===== src/rtl/instr_sequencer.sv =====
// instr_sequencer: fetches a program from a synchronous ROM and drives a processor's
// Run/DIN/Done handshake, supplying mvi immediates and halting on end, Stop or timeout.
`default_nettype none

module instr_sequencer #(
  parameter int          DATA_W   = 9,
  parameter int          ADDR_W   = 5,
  parameter int          PROG_LEN = 32,
  parameter logic [2:0]  MVI_OP   = 3'b001,
  parameter int          TIMEOUT  = 64
) (
  input  logic              clk_i,
  input  logic              rst_ni,
  input  logic              start_i,
  input  logic              stop_i,
  output logic [ADDR_W-1:0] mem_addr_o,
  input  logic [DATA_W-1:0] mem_data_i,
  output logic [DATA_W-1:0] din_o,
  output logic              run_o,
  input  logic              done_i,
  output logic              busy_o,
  output logic              halted_o,
  output logic              error_o,
  output logic [7:0]        instr_count_o
);

  localparam int CNT_W = (TIMEOUT > 2) ? $clog2(TIMEOUT) : 1;

  typedef enum logic [2:0] {
    S_IDLE  = 3'd0,
    S_FETCH = 3'd1,
    S_ISSUE = 3'd2,
    S_WAIT  = 3'd3,
    S_HALT  = 3'd4
  } state_e;

  state_e              state_q;
  logic [ADDR_W:0]     pc_q;
  logic [2:0]          op_q;
  logic [DATA_W-1:0]   imm_q;
  logic [CNT_W-1:0]    wait_cnt_q;
  logic [ADDR_W-1:0]   mem_addr_q;
  logic                run_q;
  logic                busy_q;
  logic                halted_q;
  logic                error_q;
  logic [7:0]          count_q;

  logic                is_mvi_d;
  logic [ADDR_W:0]     pc_d;

  // PC is one bit wider than the ROM address so the end-of-program compare never wraps.
  assign is_mvi_d = (op_q == MVI_OP);
  assign pc_d     = pc_q + (is_mvi_d ? (ADDR_W+1)'(2) : (ADDR_W+1)'(1));

  always_ff @(posedge clk_i or negedge rst_ni) begin
    if (!rst_ni) begin
      state_q    <= S_IDLE;
      pc_q       <= '0;
      op_q       <= '0;
      imm_q      <= '0;
      wait_cnt_q <= '0;
      mem_addr_q <= '0;
      run_q      <= 1'b0;
      busy_q     <= 1'b0;
      halted_q   <= 1'b0;
      error_q    <= 1'b0;
      count_q    <= '0;
    end else begin
      run_q <= 1'b0;
      case (state_q)
        S_IDLE, S_HALT: begin
          if (start_i) begin
            state_q    <= S_FETCH;
            pc_q       <= '0;
            count_q    <= '0;
            error_q    <= 1'b0;
            mem_addr_q <= '0;
            busy_q     <= 1'b1;
            halted_q   <= 1'b0;
          end
        end
        S_FETCH: begin
          state_q    <= S_ISSUE;
          run_q      <= 1'b1;
          mem_addr_q <= pc_q[ADDR_W-1:0] + 1'b1;
        end
        S_ISSUE: begin
          state_q    <= S_WAIT;
          op_q       <= mem_data_i[DATA_W-1 -: 3];
          wait_cnt_q <= '0;
        end
        S_WAIT: begin
          wait_cnt_q <= wait_cnt_q + 1'b1;
          if (wait_cnt_q == '0) imm_q <= mem_data_i;
          if (done_i) begin
            pc_q       <= pc_d;
            mem_addr_q <= pc_d[ADDR_W-1:0];
            if (count_q != 8'hFF) count_q <= count_q + 1'b1;
            if (pc_d >= (ADDR_W+1)'(PROG_LEN) || stop_i) begin
              state_q  <= S_HALT;
              busy_q   <= 1'b0;
              halted_q <= 1'b1;
            end else begin
              state_q  <= S_FETCH;
            end
          end else if (wait_cnt_q == CNT_W'(TIMEOUT-1)) begin
            state_q  <= S_HALT;
            busy_q   <= 1'b0;
            halted_q <= 1'b1;
            error_q  <= 1'b1;
          end
        end
        default: state_q <= S_IDLE;
      endcase
    end
  end

  // The immediate comes straight from the ROM in the first WAIT cycle, then from its capture.
  always_comb begin
    din_o = '0;
    if (state_q == S_ISSUE) begin
      din_o = mem_data_i;
    end else if (state_q == S_WAIT && is_mvi_d) begin
      din_o = (wait_cnt_q == '0) ? mem_data_i : imm_q;
    end
  end

  assign mem_addr_o    = mem_addr_q;
  assign run_o         = run_q;
  assign busy_o        = busy_q;
  assign halted_o      = halted_q;
  assign error_o       = error_q;
  assign instr_count_o = count_q;

endmodule

`default_nettype wire


===== config.mk =====
export PLATFORM = sky130hd
export DESIGN_NAME = instr_sequencer
export DESIGN_NICKNAME = d
export VERILOG_FILES = /design/src/rtl/instr_sequencer.sv
export SDC_FILE = /design/constraint.sdc
export NUM_CORES = 1
export LEC_CHECK = 0
export CELL_PAD_IN_SITES_DETAIL_PLACEMENT = 0
export CELL_PAD_IN_SITES_GLOBAL_PLACEMENT = 1
export CORE_ASPECT_RATIO = 2
export CORE_MARGIN = 1
export CORE_UTILIZATION = 41
export DETAILED_ROUTE_END_ITERATION = 8
export PLACE_DENSITY_LB_ADDON = 0.1
export RECOVER_POWER = 25
export SETUP_SLACK_MARGIN = 0.2
export SLEW_MARGIN = 25
export SYNTH_ARGS = -nofsm -noshare
export SYNTH_HDL_FRONTEND = slang
export SYNTH_SLANG_ARGS = --single-unit

===== constraint.sdc =====
create_clock -name clk_i -period 3.2 [get_ports clk_i]
set_clock_uncertainty 0.1 [all_clocks]
set_input_delay 0.64 -clock clk_i [delete_from_list [all_inputs] [get_ports clk_i]]
set_output_delay 0.64 -clock clk_i [all_outputs]
set_load 0.1 [all_outputs]

After elaboration in Yosys (flattened, before gate mapping):

Cells that the tools add are included.
W data, S select, Z words.

* bits in registers: 44
* bits of input ports: 14
* output and inout bits: 26
* word-level logic and storage cells: 77

* $add $sub $neg: 4
* $lt $le $gt $ge: 1
* equality and inequality tests: 14
* mux-type cells: 33
* reduce and logical (&&, ||, !) cells: 14

Operators by type and width (number)
* $mux W9: 3
* $mux W8: 3
* $pmux W6 S2: 2
* $pmux W8 S2: 1
* $pmux W5 S3: 1
* $mux W3: 4
* $mux W6: 2
* $pmux W3 S4: 1
* $reduce_and A4 Y1: 3
* $mux W1: 10
* $mux W5: 2
* $ne A2 B2 Y1 const B: 5
* $add A8 B1 Y8 const B: 1
* $ne A8 B8 Y1 const B: 1
* $add A6 B1 Y6 const B: 1
* $add A6 B2 Y6: 1
* $eq A3 B1 Y1 const B: 2
* $eq A3 B2 Y1 const B: 2
* $eq A6 B6 Y1 const B: 1
* $ge A6 B6 Y1 const B: 1
* $logic_not A6 Y1: 1
* $ne A3 B3 Y1 const B: 2
* $pmux W1 S2: 3
* $reduce_and A3 Y1: 2
* other kinds (10): 11

Longest topological paths before layout:

Gate-level depths: netlist of the first run.

* depth after elaboration: 8
* depth in mapped cells: 8
* mapped depth without buffers: 7

Worst setup path after synthesis of the first run:

OpenSTA, ideal clock, no wires.

* path type: flip-flop to output port
* start point: reg op_q[1]
* end point: out din_o[0]
* data arrival time: 2.193 ns
* data required time: 2.460 ns
* path slack: 0.267 ns
* cell stages (with the launch flop): 5
* buffers on the path: 0
* cell sequence: dfrtp_1 > or3b_2 > o31a_1 > nor2_2 > a22o_1

* cells in the longest elaborated chain, start to end: 4

RTL lines
* start, declared: line 39 `logic [2:0] op_q;`
* start signal, assigned: line 90 `op_q <= mem_data_i[DATA_W-1 -: 3];`
* $eq A3 B1 Y1: line 53 `assign is_mvi_d = (op_q == MVI_OP);`
* $logic_and A1 B1 Y1: line 124 `end else if (state_q == S_WAIT && is_mvi_d) begin`
* $mux W9: line 124
* $mux W9: line 122 `if (state_q == S_ISSUE) begin`
* end, declared: line 18 `output logic [DATA_W-1:0] din_o,`

No other way between the ends.

Worst setup path in the final report of the first run:

* start point: reg op_q[1]
* end point: out din_o[7]

The elaborated chain is that of the path after synthesis.

==> qor.yml, run 1 <==
run_status:
  status: "finished, violations left"
  violations: "capacitance limit, slew limit"
drt:
  firstDrtPassIters: 4
  drc_errors: 0
  postRouteAntennaNets: 0
  vias: 1924
  post_drt_wl_per_cell_microns: 17.2
  vias_per_cell: 5.81
  dr.first_iter.drc_count: 100
  wl_microns: 5690
cts:
  cts_buffers: 5
  root_buffer: "clkbuf_8"
  h-tree-depth: 2
  cts_tree: "yes"
  post-cts-setup-buffers: 0
  clock_latency_ns: 0.32
  clk_pin_slew_ns: 0.09
  cts.path.max_buffers: 2
  cts.sinks: 44
yosys:
  syn_area_per_cell_sq_um: 10.2
  synthArstFlopShare_pct: 100
  syn_inst: 229
  syn-num-nets: 250
  yosysUniqueCellTypes: 50
  netlist_area_sq_um: 2340
  synthTopCellsByArea: "dfrtp_1 (47%), mux2_2 (6.7%), o21ai_0 (4.5%)"
  synth_flop_cell: "dfrtp_1"
  synth_edf_count: 0
  yosysTopAreaCell: "dfrtp_1"
  synth_top_area_share_pct: 47.0
  yosysWarnings: 0
  ys_seq_area_share_pct: 47.0
  ys_ff_latch: 44
final_layout:
  synthToLayoutAreaGrowth_pct: 25.8
  layout_commonest_cell: "dfrtp_1"
  num_antenna_cells: 0
  fill_cells: 516
  finish.utilization_pct: 53.9
  layout_common_cells: "dfrtp_1 (44), buf_4 (24), o21ai_0 (21), nand2_1 (19), mux2_2 (14)"
  drive_above_1_share_pct: 22.9
  fin_nets: 291
power_and_ir_drop:
  p_per_area_nw_per_um2: 1080
  p_int_uw: 1540
  power_switching_uw: 1640
  power_frac_seq_pct: 27.8
  p_clk_share_pct: 11.9
  p_leak_uw: 0.00132
  switching_share_pct: 51.6
  combPwrFrac_pct: 60.3
  vdd_drop_max_uv: 808
floorplan:
  die_area_sq_um: 6040
  core_sq_um: 5470
  die_w_microns: 55.5
  initial_core_util_pct: 42.9
  core.rowCount: 38
  die_y_microns: 109
  io_pins: 40
hold_path:
  worstHoldPathType: "flip-flop to flip-flop"
grt:
  antenna_found_initial: 0
  grt_first_pass_wirelength_microns: 9640
  gr-usage-all-layers_pct: 21.4
  grt-ovfl-total: 0
  grt_pass1_vias: 2030
  grt_max_degree: 45
timing:
  finalCritPeriodShare_pct: 91.1
  maxSlewViolCount: 45
  final.setup.tns_ns: 0
  rsz0062_at_grt: "false"
  setup_viol_count_final: 0
  finalHoldViolCount: 0
  max_slew_margin_pct: -59.0
  finalCriticalPeriod_ns: 2.92
  final.setup.worst_slack_ns: 0.284
  worst_pin_slew_ns: 2.39
  fmax_ghz: 0.343
placed_design:
  gp_congestion: 0.784
  port_buffers: 39
  hpwl_microns: 4250
  dp_slack_ns: 0.532
critical_path:
  cp.arrival_ns: 2.18
  critPathCaptureType: "output pin"
  worstSetupPathType: "flip-flop to output pin"
  start_kind: "flip-flop"
  worst-path-max-fanout: 9
  cp.required_ns: 2.46
flow_run:
  max_cap_viol_count: 1
-- path summary, 6_finish.rpt --
path                                      start                           end  slack (ns)  cells after the start
hold / removal             halted_o$_DFFE_PN0P_          halted_o$_DFFE_PN0P_        0.39                      2
min in group asynchronous                rst_ni           error_o$_DFFE_PN0P_        0.94                      1
setup reg to reg            op_q[1]$_DFFE_PN0P_     mem_addr_o[4]$_DFFE_PN0P_        0.72                      7
max in group asynchronous                rst_ni  instr_count_o[1]$_DFFE_PN0P_        0.70                      1
setup / recovery            op_q[1]$_DFFE_PN0P_                      din_o[7]        0.28                      5
hold reg to reg            halted_o$_DFFE_PN0P_          halted_o$_DFFE_PN0P_        0.39                      2
-- through the flow --
stage               total power [uW]  hold slack, ns  area, sq um  cells
global route                    3360           0.430         2950    331
global placement                2810           0.370         2850    323
floorplan                       2250           0.244         2340    229
finish                          3180           0.393         2950    331
CTS                             3210           0.393         2950    331
detailed placement              2820           0.374         2850    323
-- Yosys cell counts, types with 2 or more instances --
| master | instances |
|---|---|
| clkbuf_1 | 6 |
| nand3b_1 | 2 |
| nand2_1 | 19 |
| a31oi_1 | 3 |
| or3b_2 | 2 |
| and3_1 | 2 |
| inv_1 | 9 |
| mux2_2 | 14 |
| a22o_1 | 12 |
| a21oi_1 | 10 |
| xnor2_1 | 2 |
| nor2_2 | 2 |
| o31ai_1 | 3 |
| mux2i_1 | 2 |
| o21ai_0 | 21 |
| nand2b_1 | 4 |
| dfrtp_1 | 44 |
| nor2_1 | 12 |
| or3_1 | 4 |
| nand3_1 | 9 |
| a32oi_1 | 2 |
| buf_2 | 3 |
| or4_1 | 3 |
| xor2_1 | 3 |
| o41ai_1 | 2 |
| o21a_1 | 2 |
| ha_1 | 6 |
| nand4_1 | 4 |
-- worst max-delay path, stage by stage, from the launching register on --
cell,delay [ns]
dfrtp_1,0.39
or3b_2,0.50
o31a_1,0.35
nor2_4,0.21
a22o_1,0.22
buf_12,0.18
-- cells by family (layout without fill, tap and decap cells) --
kind of cell | after synthesis | count (layout) | share of synthesized area (%)
mux | 16 | 16 | 7.58
fa+ha+maj | 7 | 7 | 4.06
buf+inv | 21 | 63 | 4.00
simple gates | 71 | 71 | 16.9
xor+xnor | 5 | 5 | 1.87
flops | 44 | 44 | 47.0
compound gates | 65 | 65 | 18.7
-- layout make-up --
| class | count | area [sq um] | area share [%] |
|---|---|---|---|
| clock inverter | 2 | 10.0 | 0.339 |
| sequential | 44 | 1100 | 37.3 |
| timing repair buffer | 46 | 484 | 16.4 |
| inverter | 9 | 33.8 | 1.15 |
| tap | 60 | 75.1 | 2.55 |
| clock buffer | 6 | 82.6 | 2.80 |
| multi-input combinational | 164 | 1160 | 39.4 |
-- routing by layer --
metal  vias to the layer above  routed length, microns  share of wire (%)  global-route usage, %
li1                        919                       -                  -                      -
met1                       928                    2010                 35                   21.1
met2                        57                    3180                 56                   39.0
met3                        20                     191                3.4                   4.15
met4                         0                     306                5.4                   15.9
met5                         -                       0                  0                      0
-- what timing repair did --
action	in CTS	in global routing
resized for setup	1	0
pin swaps	0	1
hold buffers	0	0
setup endpoints to repair	9	9
-- power by group through the flow --
stage               clock (uW)  combinational [uW]  sequential, uW
floorplan                    0                1040            1210
CTS                        386                1930             887
detailed placement           0                1920             898
global placement             0                1910             896
global route               406                2040             914
finish                     378                1920             886
-- sequential cells by signal (all words and copies together), names as in the netlist --
signal         count
op_q               3
instr_count_o      8
error_o            1
busy_o             1
wait_cnt_q         6
mem_addr_o         5
state_q            3
halted_o           1
imm_q              9
run_o              1
pc_q               6
Note: power is estimated with default switching activity, not from simulation.
==> inputs of run 2 (changes only) <==
- CORE_ASPECT_RATIO: 2 -> default
- SKIP_CTS_REPAIR_TIMING: default -> 1
==> run 2 against run 1 <==
  * The run now ends clean
  * Final area up 1.1%
  * Non-clock buffer count decreased by 2
  * Register-to-register slack improved by 0.04 ns
  * First-iteration DRC count up 21%
  * Wire length is 9.1% lower
  * Via count is 2.8% lower
  * Global-route usage is 2.5 points lower
  * Combinational power down 2%
  * Hold slack improved by 0.0059 ns
  * Critical path type unchanged
  * Largest power group unchanged
==> qor.yml, run 2 (synthesis gave the netlist of run 1 again) <==
cts:
  root_buffer: "clkbuf_8"
  cts_buffers: 5  # unchanged
  clock_latency_ns: 0.30  # -0.02 ns
  cts.sinks: 44  # unchanged
  h-tree-depth: 2  # unchanged
  cts.path.max_buffers: 2  # unchanged
  cts_tree: "yes"
  clk_pin_slew_ns: 0.09  # about the same
timing:
  setup_viol_count_final: 0  # unchanged
  final.setup.tns_ns: 0  # unchanged
  final.setup.worst_slack_ns: 0.307  # +0.0234 ns
  finalCriticalPeriod_ns: 2.89  # -0.0234 ns
  max_slew_margin_pct: 26.7  # +86 points
  fmax_ghz: 0.346  # +0.81%
  maxSlewViolCount: 0  # -100%
  rsz0062_at_grt: "false"
  finalCritPeriodShare_pct: 90.4  # -0.73 points
  finalHoldViolCount: 0  # unchanged
  worst_pin_slew_ns: 1.10  # -1.29 ns
  hold-worst-slack_ns: 0.399  # +0.00589 ns
critical_path:
  cp.arrival_ns: 2.15  # -0.03 ns
  path_cells: "or3b_2, o31a_1, nor2_4, a22o_1, buf_12"
  worst-path-max-fanout: 9  # unchanged
  cp.required_ns: 2.46  # about the same
  worstSetupPathType: "flip-flop to output pin"
  slowest_stage: "or3b_2"
  slowest_delay_ns: 0.51  # about the same
  start_kind: "flip-flop"
  critPathCaptureType: "output pin"
placed_design:
  gp_congestion: 0.720  # -8.2%
  dp_slack_ns: 0.524  # -0.00799 ns
  placedCellCount: 333  # +3.1%
  hpwl_microns: 3710  # -13%
  port_buffers: 39  # unchanged
power_and_ir_drop:
  vdd_drop_max_uv: 665  # -18%
  p_per_area_nw_per_um2: 1080  # +0.29%
  p_leak_uw: 0.00132  # +0.20%
floorplan:
  io_pins: 40  # unchanged
  die_w_microns: 77.6  # +40%
  core.rowCount: 27  # -29%
  die_area_sq_um: 6030  # -0.30%
  core_sq_um: 5510  # +0.71%
  initial_core_util_pct: 42.6  # -0.30 points
  die_y_microns: 77.6  # -29%
grt:
  use_met3_pct: 3.76  # -0.39 points
  grt_max_degree: 45  # unchanged
  grt_first_pass_wirelength_microns: 8910  # -7.5%
  antenna_found_initial: 0  # unchanged
  gr-usage-met2_pct: 31.0  # -8.0 points
  grt_use_met1_pct: 24.9  # +3.8 points
  top_usage_layer: "met2"
  gr-usage-all-layers_pct: 18.9  # -2.5 points
  grt-ovfl-total: 0  # unchanged
  grt_pass1_vias: 1875  # -7.6%
drt:
  firstDrtPassIters: 4  # unchanged
  post_drt_wl_per_cell_microns: 15.2  # -12%
  dr.first_iter.drc_count: 121  # +21%
  postRouteAntennaNets: 0  # unchanged
  vias_per_cell: 5.48  # -5.7%
  vias: 1870  # -2.8%
  drc_errors: 0  # unchanged
  wl_microns: 5170  # -9.1%
final_layout:
  stdcell_count: 341  # +3.0%
  registers.top_by_ff_count: "imm_q"
  largest_reg_flops: 9  # unchanged
  drive_above_1_share_pct: 23.0  # +0.17 points
  fin_nets: 289  # -0.69%
  num_antenna_cells: 0  # unchanged
  layout_commonest_cell: "dfrtp_1"
  synthToLayoutAreaGrowth_pct: 27.1
  finish.utilization_pct: 54.1  # +0.19 points
  layout_common_cells: "dfrtp_1 (43), buf_4 (22), o21ai_0 (21), nand2_1 (19), mux2_2 (14)"
run_status:
  status: "complete, no violations"
flow_run:
  max_cap_viol_count: 0  # -1
hold_path:
  worstHoldPathType: "flip-flop to flip-flop"
run 2: cell count changes in the layout (fill, tap and decap cells not counted):
cell and delta:
clkinv_2 -2, bufinv_16 +1, clkbuf_1 -1, dfrtp_2 +1, clkinv_4 +1, dfrtp_1 -1
buf_4 -2, clkbuf_2 +1
run 2: worst paths after layout:
| path | from | end | slack, ns | cells past startpoint |
|---|---|---|---|---|
| hold reg to reg | mem_addr_o[2]$_DFFE_PN0P_ | mem_addr_o[2]$_DFFE_PN0P_ | 0.40 | 1 |
| setup / recovery | op_q[1]$_DFFE_PN0P_ | din_o[2] | 0.31 | 5 |
| min in group asynchronous | rst_ni | run_o$_DFF_PN0_ | 0.43 | 1 |
| setup reg to reg | op_q[1]$_DFFE_PN0P_ | busy_o$_DFFE_PN0P_ | 0.76 | 7 |
| hold / removal | mem_addr_o[2]$_DFFE_PN0P_ | mem_addr_o[2]$_DFFE_PN0P_ | 0.40 | 1 |
| max in group asynchronous | rst_ni | state_q[1]$_DFFE_PN0P_ | 1.82 | 1 |
run 2: power by group:
group	internal [uW]	switching, uW	total, uW
Combinational	623	1260	1880
Sequential	732	159	890
Clock	255	200	455
run 2: cell type report:
class                           instances  area (sq um)
Clock inverter                          2          38.8
Timing Repair Buffer                   44           470
Inverter                                9          33.8
Fill cell                             494          2530
Clock buffer                            6          82.6
Multi-Input combinational cell        164          1160
Tap cell                               72          90.1
Sequential cell                        44          1100
run 2: per-layer routing:
layer | share of wire [%] | vias to the layer above
met1 | 47 | 907
met5 | 0 | -
met2 | 48 | 34
met4 | 1.4 | 0
li1 | - | 922
met3 | 3.2 | 7
run 2: critical path: cells and delay by family, from the launching register on:
family | cells | cell delay [ns]
AND/OR/NAND/NOR | 2 | 0.73
AO/OA/AOI/OAI | 2 | 0.57
flip-flops | 1 | 0.38
buffers and inverters | 1 | 0.19
run 2: metrics by stage:
stage,power [uW],cell area [sq um]
2_1_floorplan,2250,2340
3_3_place_gp,2770,2850
3_5_place_dp,2790,2850
4_1_cts,3250,2970
5_1_grt,3410,2980
6_report,3220,2980
==> inputs of run 3 (changes only) <==
- CORE_UTILIZATION: 41 -> 42
- CTS_BUF_LIST: default -> sky130_fd_sc_hd__clkbuf_4 sky130_fd_sc_hd__clkbuf_8
- GPL_TIMING_DRIVEN: default -> 1
==> run 3 against run 2 <==
  * The flow now finishes with violations (capacitance limit, slew limit)
  * Critical endpoint is now din_o[4]
  * Register-to-register slack hardly changed
  * Critical path type unchanged
  * Final cell count fell by 0.88%
  * Power shrank 4.0%
  * Die area fell by 2.3%
  * Core utilization grew 2.0 points
  * Wire length shrank 1.5%
  * Clock-buffer cell count decreased by 1
==> qor.yml, run 3 (synthesis gave the netlist of run 1 again) <==
run_status:
  status: "finished, violations left"
  violations: "capacitance limit, slew limit"
hold_path:
  hp-start: "op_q[1]$_DFFE_PN0P_"
  worstHoldPathType: "flip-flop to flip-flop"
  hold_end: "op_q[1]$_DFFE_PN0P_"
  holdPathStages: 1  # unchanged
cts:
  root_buffer: "clkbuf_8"
  clock_latency_ns: 0.29  # about the same
  clk_pin_slew_ns: 0.07  # -0.02 ns
  cts.path.max_buffers: 2  # unchanged
  cts.sinks: 44  # unchanged
  cts_buffers: 5  # unchanged
  h-tree-depth: 2  # unchanged
  cts_tree: "yes"
timing:
  fmax_ghz: 0.344  # -0.38%
  rsz0062_at_grt: "false"
  setup_viol_count_final: 0  # unchanged
  worst_pin_slew_ns: 2.36  # +1.26 ns
  finalHoldViolCount: 0  # unchanged
  final.setup.worst_slack_ns: 0.296  # -0.0111 ns
  finalCriticalPeriod_ns: 2.90  # +0.0111 ns
  final.setup.tns_ns: 0  # unchanged
  max_slew_margin_pct: -57.6  # -84 points
  maxSlewViolCount: 45  # +45
  finalCritPeriodShare_pct: 90.7  # +0.35 points
drt:
  vias: 1897  # +1.4%
  dr.first_iter.drc_count: 96  # -21%
  firstDrtPassIters: 4  # unchanged
  postRouteAntennaNets: 0  # unchanged
  drc_errors: 0  # unchanged
  wl_microns: 5090  # -1.5%
  vias_per_cell: 5.61  # +2.3%
  post_drt_wl_per_cell_microns: 15.1  # -0.67%
critical_path:
  worst-path-max-fanout: 9  # unchanged
  ff2ff_path_depth: 7  # unchanged
  cpLargestDelayFamily: "simple AND/OR/NAND/NOR gates"
  start_kind: "flip-flop"
  slowest_delay_ns: 0.50  # about the same
  slowest_stage: "or3b_2"
  worstSetupPathType: "flip-flop to output pin"
  critPathCaptureType: "output pin"
  cp.buffers_inverters: 1  # unchanged
  path_cells: "or3b_2, o31a_1, nor2_4, a22o_1, buf_12"
  cp.arrival_ns: 2.16  # about the same
  worst_r2r_endpoint: "mem_addr_o[4]$_DFFE_PN0P_"
  worst-r2r-setup-slack_ns: 0.77  # about the same
  r2r-start: "op_q[1]$_DFFE_PN0P_"
  cp.required_ns: 2.46  # about the same
floorplan:
  die_w_microns: 76.7  # -1.2%
  io_pins: 40  # unchanged
  die_area_sq_um: 5890  # -2.3%
  core.rowCount: 26  # -3.7%
  die_y_microns: 76.7  # -1.2%
  initial_core_util_pct: 44.8  # +2.2 points
  core_sq_um: 5240  # -4.9%
final_layout:
  drive_above_1_share_pct: 22.0  # -1.0 points
  fin_nets: 291  # +0.69%
  largest_reg_flops: 9  # unchanged
  synthToLayoutAreaGrowth_pct: 25.3
  layout_common_cells: "dfrtp_1 (44), buf_4 (24), o21ai_0 (21), nand2_1 (19), mux2_2 (14)"
  num_antenna_cells: 0  # unchanged
  fill_cells: 482  # -2.4%
  stdcell_count: 338  # -0.88%
  layout_commonest_cell: "dfrtp_1"
  registers.top_by_ff_count: "imm_q"
power_and_ir_drop:
  vdd_drop_max_uv: 618  # -7.2%
  p_leak_uw: 0.00130  # -1.3%
  p_per_area_nw_per_um2: 1050  # -2.6%
placed_design:
  port_buffers: 39  # unchanged
  placedCellCount: 333  # unchanged
  dp_slack_ns: 0.511  # -0.0121 ns
  hpwl_microns: 3730  # +0.49%
  gp_congestion: 0.776  # +7.8%
grt:
  grt-ovfl-total: 0  # unchanged
  grt_first_pass_wirelength_microns: 8980  # +0.77%
  gr-usage-all-layers_pct: 19.3  # +0.38 points
  grt_max_degree: 45  # unchanged
  antenna_found_initial: 0  # unchanged
  grt_pass1_vias: 1889  # +0.75%
flow_run:
  max_cap_viol_count: 1  # +1
-- run 3: final cells by class --
cell class	instances	area, sq um	area share [%]
Multi-Input combinational cell	164	1160	39.6
Sequential cell	44	1100	37.5
Timing Repair Buffer	46	484	16.5
Clock buffer	5	68.8	2.34
Inverter	9	33.8	1.15
Tap cell	70	87.6	2.98
-- run 3: worst max-delay path by stage --
stage	start	end	slack, ns	depth (start not counted)
2_1_floorplan	op_q[1]$_DFFE_PN0P_	din_o[0]	0.27	4
3_3_place_gp	op_q[1]$_DFFE_PN0P_	din_o[5]	0.51	5
3_5_place_dp	op_q[1]$_DFFE_PN0P_	din_o[4]	0.51	5
4_1_cts	op_q[1]$_DFFE_PN0P_	din_o[4]	0.17	5
5_1_grt	rst_ni	busy_o$_DFFE_PN0P_	0.20	1
6_report	op_q[1]$_DFFE_PN0P_	din_o[4]	0.30	5
-- run 3: report_power, final --
| part | internal (uW) | switching (uW) |
|---|---|---|
| Combinational | 636 | 1280 |
| Sequential | 731 | 138 |
| Clock | 141 | 172 |
-- run 3: stage by stage --
stage	hold slack (ns)	cell area [sq um]	utilization, %	power [uW]
2_1_floorplan	0.244	2340	-	2250
3_3_place_gp	0.374	2860	54.6	2790
3_5_place_dp	0.381	2860	54.6	2790
4_1_cts	0.403	2930	55.9	3110
5_1_grt	0.428	2940	56.1	3290
6_report	0.402	2940	56.1	3100
-- run 3: layer usage --
layer	vias up	part of all wire [%]	global-route usage [%]	wire [microns]
met5	-	0	0	0
met4	0	1.0	7.50	51
met3	5	3.9	3.10	197
met2	42	46	30.0	2350
met1	925	49	26.8	2500
li1	925	-	-	-
==> patch (config.mk and constraints of run 3) <==
Set the parameter `ADDR_W` to 7 (it was 5).
--- a/src/rtl/instr_sequencer.sv
+++ b/src/rtl/instr_sequencer.sv
@@ -4,7 +4,7 @@
 
 module instr_sequencer #(
   parameter int          DATA_W   = 9,
-  parameter int          ADDR_W   = 5,
+  parameter int          ADDR_W   = 7,
   parameter int          PROG_LEN = 32,
   parameter logic [2:0]  MVI_OP   = 3'b001,
   parameter int          TIMEOUT  = 64
Interface: changed (resized mem_addr_o); port bits go from 40 to 42. No check against the original RTL was run, so the function may have changed too.
==> patch against run 3 <==
- worst setup slack improved by 84 ps
- register-to-register slack got worse by 170 ps
- synthesized cell count increased by 12%
- area after synthesis increased by 9.9%
- cell area is 8.2% higher
- cell count is 10% higher
- via count up 8.0%
- die area grew 9.7%
- wire length up 11%
- non-clock buffer count rose by 1
- sequential cell count is 4 higher
- count of clock-buffer cells in the layout rose by 1
- total power is 5.4% higher
- critical path type unchanged
- critical endpoint is now din_o[6]
- largest cell class unchanged
- highest routed layer unchanged
==> patch: results <==
group,metric,value,unit
hold_path,worstHoldStart,"mem_addr_o[4]$_DFFE_PN0P_",
final_layout,fin_nets,317,
route,routed_wl,5.67,mm
hold_path,hold_class,"reg -> reg",
grt,grtUsageMet3,3.86,%
critical_path,r2r_setup_slack,600,ps
synthesis,yosys-top-cells-count,"dfrtp_1 (48), nand2_1 (28), nor2_1 (21)",
synthesis,ys_seq_area_share,46.6,%
critical_path,r2r-start,"op_q[2]$_DFFE_PN0P_",
cts,max-clock-path-buffers,2,
power,leakage,1.40,nW
synthesis,syn_nets,277,
synthesis,yosysWarnings,0,
place,portBuffers,41,
critical_path,crit_end,"din_o[6]",
route,ant_nets,0,
critical_path,cp_max_fo,9,
grt,grt_util_all_layers,19.5,%
cts,cts-buffers-inserted,5,
route,wl_met3,206,microns
hold_path,hold_end,"mem_addr_o[4]$_DFFE_PN0P_",
critical_path,crit_slowest_cell,"dfrtp_1",
hold_path,hold_depth,2,
route,top_layer,"met4",
run_status,status,"complete, no violations",
critical_path,slowest_delay,420,ps
route,drtPass1Iterations,4,
final_layout,largest_reg_flops,9,
cts,clk_latency,300,ps
critical_path,timing.rr.end,"state_q[2]$_DFFE_PN0P_",
route,drt_iter0_markers,126,
final_layout,regMostFlops,"imm_q",
critical_path,worst-r2r-cell-count,9,
power,swShare,51.0,%
cts,cts-root-buf,"clkbuf_8",
place,place.gp.congestion,0.769,
final_layout,fill_cells,562,
critical_path,crit_start,"wait_cnt_q[0]$_DFFE_PN0P_",
grt,grt_use_met2,29.1,%
place,place_hpwl,4.24,mm
grt,grt_pass1_wl,9.63,mm
synthesis,synth.area.top_cells,"dfrtp_1 (47%), mux2_2 (6.1%), nand2_1 (4.1%)",
route,wl_met1,2.89,mm
synthesis,async_flop_share,100,%
grt,grt_max_degree,22,
route,viasPerCell,5.51,
cts,clk_pin_slew,90,ps
synthesis,yosysUniqueCellTypes,46,
cts,cts.htree.levels,2,
power,ir_drop,655,uV
grt,first_global_vias,1917,
critical_path,worst_ep_arrival_time,2080,ps
timing,holdWs,389,ps
grt,antenna_found_initial,0,
final_layout,drive_gt1_share,20.5,%
route,wl_met2,2.49,mm
grt,grt_use_met1,28.2,%
timing,tightest_slew,1120,ps
[patch: cell types whose count changed after synthesis, sizes merged, moves of 3 or more]
cell   delta
a21oi     -3
xor2      +5
xnor2     +5
or3       -4
dfrtp     +4
nand2     +9
o31ai     +5
nor2      +7
[patch: per-stage QoR]
step | area (sq um) | utilization [%] | std cells | setup slack (ps)
2_1_floorplan | 2580 | - | 256 | 282
3_3_place_gp | 3090 | 52.1 | 364 | 613
3_5_place_dp | 3090 | 52.1 | 364 | 586
4_1_cts | 3180 | 53.7 | 372 | 276
5_1_grt | 3180 | 53.7 | 372 | 197
6_report | 3180 | 53.7 | 372 | 381
[patch: kinds of logic after synthesis]
kind of cell | synth area share, %
AO/OA/AOI/OAI | 16.5
XOR/XNOR | 5.10
adder cells (fa/ha/maj) | 3.69
buffers and inverters | 4.17
flip-flops | 46.6
multiplexers | 6.50
AND/OR/NAND/NOR | 17.4
[patch: layout make-up]
cell class | instances | area [sq um] | share of cell area (%)
Clock inverter | 2 | 10.0 | 0.315
Sequential cell | 48 | 1200 | 37.8
Timing Repair Buffer | 47 | 484 | 15.2
Clock buffer | 6 | 82.6 | 2.60
Inverter | 8 | 30.0 | 0.945
Tap cell | 75 | 93.8 | 2.95
Multi-Input combinational cell | 186 | 1280 | 40.2
[patch: power by group through the flow]
stage | registers, mW | logic, mW | clock network, mW
2_1_floorplan | 1.29 | 1.09 | 0
5_1_grt | 0.982 | 2.07 | 0.414
6_report | 0.952 | 1.94 | 0.373
3_3_place_gp | 0.958 | 1.93 | 0
4_1_cts | 0.951 | 1.95 | 0.388
3_5_place_dp | 0.963 | 1.95 | 0
[patch: critical path, delay by kind of cell (launching register included)]
family | cells | cell delay [ps]
fa+ha+maj | 1 | 140
simple gates | 3 | 400
compound gates | 2 | 350
flops | 1 | 420
buf+inv | 3 | 470
